$ cat src/rtl/mznm_pkg.sv
// -----------------------------------------------------------------------------
// mznm_pkg
// Shared definitions for the MZNM execute stage:
//   - opcode encodings (5-bit opcode field; 14..31 behave as NOP)
//   - condition-code register bit positions inside Flags = {C, N, Z}
//   - small decode helpers shared by the stage and its ALU
// -----------------------------------------------------------------------------
package mznm_pkg;

  localparam logic [4:0] OP_NOP  = 5'd0;
  localparam logic [4:0] OP_SETC = 5'd1;
  localparam logic [4:0] OP_CLRC = 5'd2;
  localparam logic [4:0] OP_NOT  = 5'd3;
  localparam logic [4:0] OP_INC  = 5'd4;
  localparam logic [4:0] OP_DEC  = 5'd5;
  localparam logic [4:0] OP_MOV  = 5'd6;
  localparam logic [4:0] OP_ADD  = 5'd7;
  localparam logic [4:0] OP_SUB  = 5'd8;
  localparam logic [4:0] OP_AND  = 5'd9;
  localparam logic [4:0] OP_OR   = 5'd10;
  localparam logic [4:0] OP_SHL  = 5'd11;
  localparam logic [4:0] OP_SHR  = 5'd12;
  localparam logic [4:0] OP_LDM  = 5'd13;

  // Bit positions in the 3-bit CCR
  localparam int FLG_Z = 0;
  localparam int FLG_N = 1;
  localparam int FLG_C = 2;

  // Opcodes NOT..LDM produce a register-file write
  function automatic logic writes_result(input logic [4:0] op);
    logic wr;
    if ((op >= OP_NOT) && (op <= OP_LDM)) begin
      wr = 1'b1;
    end else begin
      wr = 1'b0;
    end
    return wr;
  endfunction

  // Opcodes whose result drives Z and N (MOV and LDM deliberately excluded)
  function automatic logic updates_zn(input logic [4:0] op);
    logic upd;
    case (op)
      OP_NOT, OP_INC, OP_DEC,
      OP_ADD, OP_SUB, OP_AND,
      OP_OR,  OP_SHL, OP_SHR: upd = 1'b1;
      default:                upd = 1'b0;
    endcase
    return upd;
  endfunction

endpackage

$ cat src/rtl/execute_stage_if.sv
// -----------------------------------------------------------------------------
// execute_stage_if
// Bundle between the decode/execute buffer, the execute stage and the
// execute/memory buffer.
//   Upstream -> stage : Stall, Reg1, Reg2 (W+1 bits, MSB = immediate tag),
//                       Instruction, SrcAddress, RegDestination, FlashNumIn
//   Stage -> downstream: Result, RegDestOut, SrcAddressOut, WriteEn,
//                        Flags ({C,N,Z}), Squashing
// master: the side that drives operands and consumes results.
// slave : the execute stage itself.
// -----------------------------------------------------------------------------
interface execute_stage_if #(
  parameter int W = 16
);

  logic         Stall;
  logic [W:0]   Reg1;
  logic [W:0]   Reg2;
  logic [4:0]   Instruction;
  logic [2:0]   SrcAddress;
  logic [2:0]   RegDestination;
  logic [2:0]   FlashNumIn;

  logic [W-1:0] Result;
  logic [2:0]   RegDestOut;
  logic [2:0]   SrcAddressOut;
  logic         WriteEn;
  logic [2:0]   Flags;
  logic         Squashing;

  modport master (
    output Stall, Reg1, Reg2, Instruction, SrcAddress, RegDestination,
           FlashNumIn,
    input  Result, RegDestOut, SrcAddressOut, WriteEn, Flags, Squashing
  );

  modport slave (
    input  Stall, Reg1, Reg2, Instruction, SrcAddress, RegDestination,
           FlashNumIn,
    output Result, RegDestOut, SrcAddressOut, WriteEn, Flags, Squashing
  );

endinterface

$ cat src/rtl/execute_stage_alu.sv
// -----------------------------------------------------------------------------
// alu
// Purely combinational ALU of the execute stage.
//   op        in  5 : opcode
//   a, b      in  W : operands (immediate tag already stripped)
//   result    out W : ALU result (0 for opcodes with no data result)
//   carry_vld out 1 : this opcode updates C
//   carry_val out 1 : new value of C when carry_vld is high
// -----------------------------------------------------------------------------
module alu
  import mznm_pkg::*;
#(
  parameter int W = 16
) (
  input  logic [4:0]   op,
  input  logic [W-1:0] a,
  input  logic [W-1:0] b,
  output logic [W-1:0] result,
  output logic         carry_vld,
  output logic         carry_val
);

  logic [W:0] add_ext_s;
  logic [W:0] sub_ext_s;
  logic [W:0] inc_ext_s;
  logic [W:0] dec_ext_s;
  logic [W:0] shl_ext_s;
  logic [W:0] shr_ext_s;
  logic [3:0] shamt_s;

  // Extended-width arithmetic: bit W holds carry (add) or borrow (subtract).
  // Shifts run one bit wider so the last bit shifted out lands in the
  // extension bit: bit W for SHL (= a[W-shamt]), bit 0 for SHR (= a[shamt-1]).
  always_comb begin
    shamt_s   = b[3:0];
    add_ext_s = {1'b0, a} + {1'b0, b};
    sub_ext_s = {1'b0, a} - {1'b0, b};
    inc_ext_s = {1'b0, a} + {{W{1'b0}}, 1'b1};
    dec_ext_s = {1'b0, a} - {{W{1'b0}}, 1'b1};
    shl_ext_s = {1'b0, a} << shamt_s;
    shr_ext_s = {a, 1'b0} >> shamt_s;
  end

  // Opcode select for result and carry
  always_comb begin
    result    = {W{1'b0}};
    carry_vld = 1'b0;
    carry_val = 1'b0;
    case (op)
      OP_SETC: begin
        carry_vld = 1'b1;
        carry_val = 1'b1;
      end
      OP_CLRC: begin
        carry_vld = 1'b1;
        carry_val = 1'b0;
      end
      OP_NOT: result = ~a;
      OP_INC: begin
        result    = inc_ext_s[W-1:0];
        carry_vld = 1'b1;
        carry_val = inc_ext_s[W];
      end
      OP_DEC: begin
        result    = dec_ext_s[W-1:0];
        carry_vld = 1'b1;
        carry_val = dec_ext_s[W];
      end
      OP_MOV: result = a;
      OP_ADD: begin
        result    = add_ext_s[W-1:0];
        carry_vld = 1'b1;
        carry_val = add_ext_s[W];
      end
      OP_SUB: begin
        result    = sub_ext_s[W-1:0];
        carry_vld = 1'b1;
        carry_val = sub_ext_s[W];
      end
      OP_AND: result = a & b;
      OP_OR:  result = a | b;
      OP_SHL: begin
        result    = shl_ext_s[W-1:0];
        // a shift by zero shifts nothing out, so C keeps its value
        carry_vld = (shamt_s != 4'd0);
        carry_val = shl_ext_s[W];
      end
      OP_SHR: begin
        result    = shr_ext_s[W:1];
        carry_vld = (shamt_s != 4'd0);
        carry_val = shr_ext_s[0];
      end
      OP_LDM: result = b;
      default: begin
        result    = {W{1'b0}};
        carry_vld = 1'b0;
        carry_val = 1'b0;
      end
    endcase
  end

endmodule

$ cat src/rtl/execute_stage.sv
// -----------------------------------------------------------------------------
// execute_stage
// Execute stage of the MZNM pipeline. Every non-stalled rising edge it runs
// the ALU on the latched operands, updates the CCR ({C,N,Z}), advances the
// branch-shadow flush counter and registers the result bundle.
//   Clk   in : clock, all state on the rising edge
//   RstN  in : asynchronous active-low reset
//   bus      : execute_stage_if.slave (operands/opcode in, result bundle out)
// Stall freezes every register, including the CCR and the flush counter.
// Squashed instructions still register Result and the address fields but
// never write the register file or touch the flags.
// -----------------------------------------------------------------------------
module execute_stage
  import mznm_pkg::*;
#(
  parameter int W = 16
) (
  input  logic           Clk,
  input  logic           RstN,
  execute_stage_if.slave bus
);

  logic [W-1:0] op_a_s;
  logic [W-1:0] op_b_s;
  logic [W-1:0] alu_result_s;
  logic         alu_carry_vld_s;
  logic         alu_carry_val_s;
  logic         squash_s;
  logic         unused_tag;

  logic [W-1:0] result_d,    result_q;
  logic [2:0]   reg_dest_d,  reg_dest_q;
  logic [2:0]   src_addr_d,  src_addr_q;
  logic         write_en_d,  write_en_q;
  logic [2:0]   flags_d,     flags_q;
  logic [2:0]   cnt_d,       cnt_q;
  logic         squashing_d, squashing_q;

  // The immediate tag is a decode artefact; the ALU only sees the data bits
  assign op_a_s     = bus.Reg1[W-1:0];
  assign op_b_s     = bus.Reg2[W-1:0];
  assign unused_tag = bus.Reg1[W] ^ bus.Reg2[W];

  alu #(
    .W (W)
  ) u_alu (
    .op        (bus.Instruction),
    .a         (op_a_s),
    .b         (op_b_s),
    .result    (alu_result_s),
    .carry_vld (alu_carry_vld_s),
    .carry_val (alu_carry_val_s)
  );

  // Next-state for the flush counter, CCR and output bundle
  always_comb begin
    result_d    = result_q;
    reg_dest_d  = reg_dest_q;
    src_addr_d  = src_addr_q;
    write_en_d  = write_en_q;
    flags_d     = flags_q;
    cnt_d       = cnt_q;
    squashing_d = squashing_q;
    squash_s    = 1'b0;

    if (bus.Stall) begin
      // hold everything; defaults above already do so
      squash_s = 1'b0;
    end else begin
      squash_s = (cnt_q != 3'd0);

      // A new flush count is only accepted from an empty counter, so a
      // branch inside a shadow cannot extend the shadow.
      if (squash_s) begin
        cnt_d = cnt_q - 3'd1;
      end else if (bus.FlashNumIn != 3'd0) begin
        cnt_d = bus.FlashNumIn;
      end else begin
        cnt_d = 3'd0;
      end
      squashing_d = (cnt_d != 3'd0);

      result_d   = alu_result_s;
      reg_dest_d = bus.RegDestination;
      src_addr_d = bus.SrcAddress;
      write_en_d = (!squash_s) && writes_result(bus.Instruction);

      if (!squash_s) begin
        if (updates_zn(bus.Instruction)) begin
          flags_d[FLG_Z] = (alu_result_s == {W{1'b0}});
          flags_d[FLG_N] = alu_result_s[W-1];
        end else begin
          flags_d[FLG_Z] = flags_q[FLG_Z];
          flags_d[FLG_N] = flags_q[FLG_N];
        end
        if (alu_carry_vld_s) begin
          flags_d[FLG_C] = alu_carry_val_s;
        end else begin
          flags_d[FLG_C] = flags_q[FLG_C];
        end
      end else begin
        flags_d = flags_q;
      end
    end
  end

  // State and output registers
  always_ff @(posedge Clk or negedge RstN) begin
    if (!RstN) begin
      result_q    <= {W{1'b0}};
      reg_dest_q  <= 3'd0;
      src_addr_q  <= 3'd0;
      write_en_q  <= 1'b0;
      flags_q     <= 3'b000;
      cnt_q       <= 3'd0;
      squashing_q <= 1'b0;
    end else begin
      result_q    <= result_d;
      reg_dest_q  <= reg_dest_d;
      src_addr_q  <= src_addr_d;
      write_en_q  <= write_en_d;
      flags_q     <= flags_d;
      cnt_q       <= cnt_d;
      squashing_q <= squashing_d;
    end
  end

  assign bus.Result        = result_q;
  assign bus.RegDestOut    = reg_dest_q;
  assign bus.SrcAddressOut = src_addr_q;
  assign bus.WriteEn       = write_en_q;
  assign bus.Flags         = flags_q;
  assign bus.Squashing     = squashing_q;

endmodule

$ cat src/flat_wrapper.sv
// flat-port wrapper written by rule: the top's interface ports become plain ports
module execute_stage_flat import mznm_pkg::*;
#(
  parameter int W = 16
)
  (Clk, RstN, bus_Stall, bus_Reg1, bus_Reg2, bus_Instruction, bus_SrcAddress, bus_RegDestination, bus_FlashNumIn, bus_Result, bus_RegDestOut, bus_SrcAddressOut, bus_WriteEn, bus_Flags, bus_Squashing);
  execute_stage_if #(.W(W)) bus_i ();
  input  logic Clk;
  input  logic RstN;
  input wire logic [$bits(bus_i.Stall)-1:0] bus_Stall;
  input wire logic [$bits(bus_i.Reg1)-1:0] bus_Reg1;
  input wire logic [$bits(bus_i.Reg2)-1:0] bus_Reg2;
  input wire logic [$bits(bus_i.Instruction)-1:0] bus_Instruction;
  input wire logic [$bits(bus_i.SrcAddress)-1:0] bus_SrcAddress;
  input wire logic [$bits(bus_i.RegDestination)-1:0] bus_RegDestination;
  input wire logic [$bits(bus_i.FlashNumIn)-1:0] bus_FlashNumIn;
  output wire logic [$bits(bus_i.Result)-1:0] bus_Result;
  output wire logic [$bits(bus_i.RegDestOut)-1:0] bus_RegDestOut;
  output wire logic [$bits(bus_i.SrcAddressOut)-1:0] bus_SrcAddressOut;
  output wire logic [$bits(bus_i.WriteEn)-1:0] bus_WriteEn;
  output wire logic [$bits(bus_i.Flags)-1:0] bus_Flags;
  output wire logic [$bits(bus_i.Squashing)-1:0] bus_Squashing;
  assign bus_i.Stall = bus_Stall;
  assign bus_i.Reg1 = bus_Reg1;
  assign bus_i.Reg2 = bus_Reg2;
  assign bus_i.Instruction = bus_Instruction;
  assign bus_i.SrcAddress = bus_SrcAddress;
  assign bus_i.RegDestination = bus_RegDestination;
  assign bus_i.FlashNumIn = bus_FlashNumIn;
  assign bus_Result = bus_i.Result;
  assign bus_RegDestOut = bus_i.RegDestOut;
  assign bus_SrcAddressOut = bus_i.SrcAddressOut;
  assign bus_WriteEn = bus_i.WriteEn;
  assign bus_Flags = bus_i.Flags;
  assign bus_Squashing = bus_i.Squashing;
  execute_stage #(.W(W)) u_core (.Clk(Clk), .RstN(RstN), .bus(bus_i));
endmodule
$ cat config.mk
export PLATFORM = sky130hd
export DESIGN_NAME = execute_stage_flat
export DESIGN_NICKNAME = d
export VERILOG_FILES = /design/src/rtl/mznm_pkg.sv /design/src/rtl/execute_stage_if.sv /design/src/rtl/execute_stage_alu.sv /design/src/rtl/execute_stage.sv /design/src/flat_wrapper.sv
export SDC_FILE = /design/constraint.sdc
export NUM_CORES = 1
export LEC_CHECK = 0
export ABC_CLOCK_PERIOD_IN_PS = 2800
export CAP_MARGIN = 20
export CORE_MARGIN = 2
export CORE_UTILIZATION = 65
export DETAILED_ROUTE_END_ITERATION = 7
export DONT_BUFFER_PORTS = 1
export GPL_TIMING_DRIVEN = 0
export HOLD_SLACK_MARGIN = 0.02
export PLACE_DENSITY = 0.81
export REMOVE_ABC_BUFFERS = 1
export SKIP_LAST_GASP = 1
export SYNTH_ARGS = -nofsm -noshare
export SYNTH_HDL_FRONTEND = slang
export SYNTH_SLANG_ARGS = --single-unit
$ cat constraint.sdc
create_clock -name Clk -period 2.8 [get_ports Clk]
set_input_delay 0.56 -clock Clk [delete_from_list [all_inputs] [get_ports Clk]]
set_output_delay 0.56 -clock Clk [all_outputs]
set_load 0.01 [all_outputs]
==> metrics.cfg <==
[global_route]
grt_overflow = 0
grt_pass1_wl_um = 37500
grt_use_total_pct = 46.5
grt_max_degree = 41
grt_pass1_vias = 6928
antenna_found_initial = 0

[yosys]
postSynth.asyncResetShare_pct = 100
yosysSeqAreaShare_pct = 11.8
netlist_instances = 852
ys.flop_type = dfrtp_1
synth_edf_count = 0
synth-seq-cells = 30
netlist_area_mm2 = 0.00638
yosys_warnings = 0
synth.avg_cell_area_um2 = 7.49
yosysUniqueCellTypes = 76

[floorplanning]
fp.dieW_um = 103
die_area_mm2 = 0.0106
ios = 78
initial_utilization_pct = 66.2
die_y_um = 103
num_rows = 36
fp.coreArea_mm2 = 0.00964

[place]
post-dp-hpwl_um = 18000
gp_congestion = 1.13
portBuffers = 0
place_ws_ns = -1.52

[worst_setup_path]
endpoint_kind = flip-flop
critPathSlowestCell = ha_2
crit_fanout = 15
cp_common_cell = inv_1
slowest_delay_ns = 0.47
crit_required_ns = 3.00
start_kind = input pin
crit_arrival_ns = 3.38
critPathTopFamily = compound AO/OA/AOI/OAI gates
cp_cell_sequence = inv_1 -> ha_2 -> inv_1 -> o22ai_1 -> o21ai_0 -> a31oi_1 -> nand4_1 -> nor4_4 -> nand3_1 -> o41ai_2
crit_buf_inv = 2
crit_type = input pin to flip-flop

[drt]
initialDrtViolationCount = 949
vias_per_cell = 7.80
vias = 7460
wirelength_um = 25400
antenna_left = 0
dr.pass1.iters = 7
drc_errors = 0
wl_per_cell_um = 26.6

[sta]
fmax_ghz = 0.314
rsz0062_at_grt = true
fin_crit_ns = 3.18
setup_viol = 3
drv_slew = 0
slew_headroom_pct = 29.4
tightest_slew_ns = 1.06
setup-tns-final_ns = -0.622
layout_setup_ws_ns = -0.382
clock_skew_ns = 0.0212
fin_crit_sh_pct = 114
hold_viol = 0

[clock_network]
cts-root-buf = clkbuf_8
clock_sinks = 30
htree_levels = 2
numCtsBuffers = 5
cts_tree = done
clk_pin_slew_worst_paths_ns = 0.09
cts_buffer_depth = 2
insertion_delay_ns = 0.31

[layout]
fin_nets = 932
area_growth_syn_to_layout_pct = 11.7
final_common_cell = nor2_1
layout_common_cells = nor2_1 (74), nand2_1 (70), ha_1 (48)
final.fill_count = 762
drive_above_1_share_pct = 19.8
num_antenna_cells = 0

[min_path]
hold_class = input pin to async pin

[run_status]
status = finished, violations left
failed_checks = negative setup slack

[power]
powerDensity_mw_per_mm2 = 300
power.leakage_nw = 2.76
irDropWorstVdd_v = 0.000219

[job]
maxCapViolCount = 0

-- timing repair --
action,in CTS,in global routing
hold buffers,1,0
setup endpoints to repair,16,13
resized for setup,66,39
pin swaps,20,20
hold endpoints to repair,30,0
setup buffers,13,14
-- sequential cells by signal (all words and copies together), names as in the netlist --
name and cells:
u_core.bus.Squashing 1, u_core.bus.RegDestOut 3, u_core.bus.Result 16, u_core.cnt_q 3, u_core.bus.WriteEn 1, u_core.bus.Flags 3, u_core.bus.SrcAddressOut 3
-- power by group --
group | internal (W) | total, W | switching [W] | leakage, nW
Sequential | 0.000515 | 0.000603 | 0.0000887 | 0.363
Clock | 0.000198 | 0.000406 | 0.000208 | 0.0472
Combinational | 0.000495 | 0.00113 | 0.000637 | 2.35
Total | 0.00121 | 0.00214 | 0.000934 | 2.76
-- worst paths after layout --
check,slack [ns],cells past startpoint,startpoint,to
max reg2reg,-0.07,10,u_core.cnt_q[0]$_DFFE_PN0N_,u_core.bus.Flags[0]$_DFFE_PN0P_
min reg2reg,0.56,2,u_core.bus.Flags[1]$_DFFE_PN0P_,u_core.bus.Flags[1]$_DFFE_PN0P_
min in group Clk,0.33,1,bus_Stall,u_core.bus.Result[0]$_DFFE_PN0N_
max in group asynchronous,2.54,1,RstN,u_core.cnt_q[1]$_DFFE_PN0N_
min,0.07,1,RstN,u_core.bus.Result[4]$_DFFE_PN0N_
max,-0.38,10,bus_Reg1[4],u_core.bus.Flags[0]$_DFFE_PN0P_
-- synth_stat cells (7+ instances only) --
| cell | count | area share [%] |
|---|---|---|
| nor3_1 | 30 | 2.4 |
| o211ai_1 | 10 | 1.2 |
| xnor2_1 | 7 | 0.96 |
| and3_1 | 10 | 0.98 |
| clkbuf_1 | 53 | 3.1 |
| nand3_1 | 29 | 2.3 |
| or3_1 | 15 | 1.5 |
| a2111oi_0 | 7 | 0.96 |
| a221o_1 | 7 | 1.1 |
| dfrtp_1 | 30 | 12 |
| a21oi_1 | 42 | 3.3 |
| mux2_2 | 26 | 4.6 |
| ha_1 | 57 | 11 |
| nor2_1 | 77 | 4.5 |
| o22ai_1 | 17 | 1.7 |
| o2111ai_1 | 8 | 1.1 |
| a211oi_1 | 21 | 2.5 |
| inv_1 | 50 | 2.9 |
| nor2b_1 | 13 | 1.3 |
| nand2b_1 | 7 | 0.69 |
| nor4_1 | 17 | 1.7 |
| mux2i_1 | 12 | 1.9 |
| a31oi_1 | 11 | 1.1 |
| a221oi_1 | 10 | 1.4 |
| o21ai_0 | 46 | 3.6 |
| nand4_1 | 10 | 0.98 |
| buf_2 | 14 | 1.1 |
| o2bb2ai_1 | 7 | 0.96 |
| mux4_2 | 21 | 7.4 |
| nand2_1 | 70 | 4.1 |
-- layout make-up --
| cell class | count | area (um2) | area share [%] |
|---|---|---|---|
| inverter | 52 | 218 | 3.05 |
| clock inverter | 2 | 12.5 | 0.176 |
| clock buffer | 6 | 82.6 | 1.16 |
| timing repair buffer | 32 | 278 | 3.90 |
| tap | 133 | 166 | 2.33 |
| sequential | 30 | 751 | 10.5 |
| multi-input combinational | 701 | 5620 | 78.9 |
-- metal layers --
layer	wire (um)	track usage (%)	up-vias
met5	0	0	-
met4	1730	25.9	0
met3	3730	15.6	162
met2	10900	72.0	677
met1	9030	56.6	3437
li1	-	-	3184
-- kinds of logic after synthesis --
kind of cell / count (synthesis) / share of synthesized area [%]
AOI/OAI and AO/OA: 258 / 28.6
xor gates and xnor gates: 10 / 1.37
adders and majority gates: 59 / 11.8
buffers and inverters: 121 / 7.39
DFF: 30 / 11.8
muxes: 59 / 13.9
and+or+nand+nor: 315 / 25.2
-- through the flow --
stage | std cells | utilization, % | power (W) | hold slack (ns) | instance area [um2]
final | 956 | 74.0 | 0.00214 | 0.0722 | 7130
after global routing | 956 | 74.0 | 0.00224 | 0.0865 | 7130
after CTS | 942 | 70.7 | 0.00200 | 0.0830 | 6820
after detailed placement | 920 | 65.5 | 0.00152 | 0.265 | 6320
after global placement | 916 | 65.1 | 0.00148 | 0.265 | 6270
after floorplan | 783 | - | 0.00129 | 0.264 | 6110
Power figures use the tool's default switching activity.
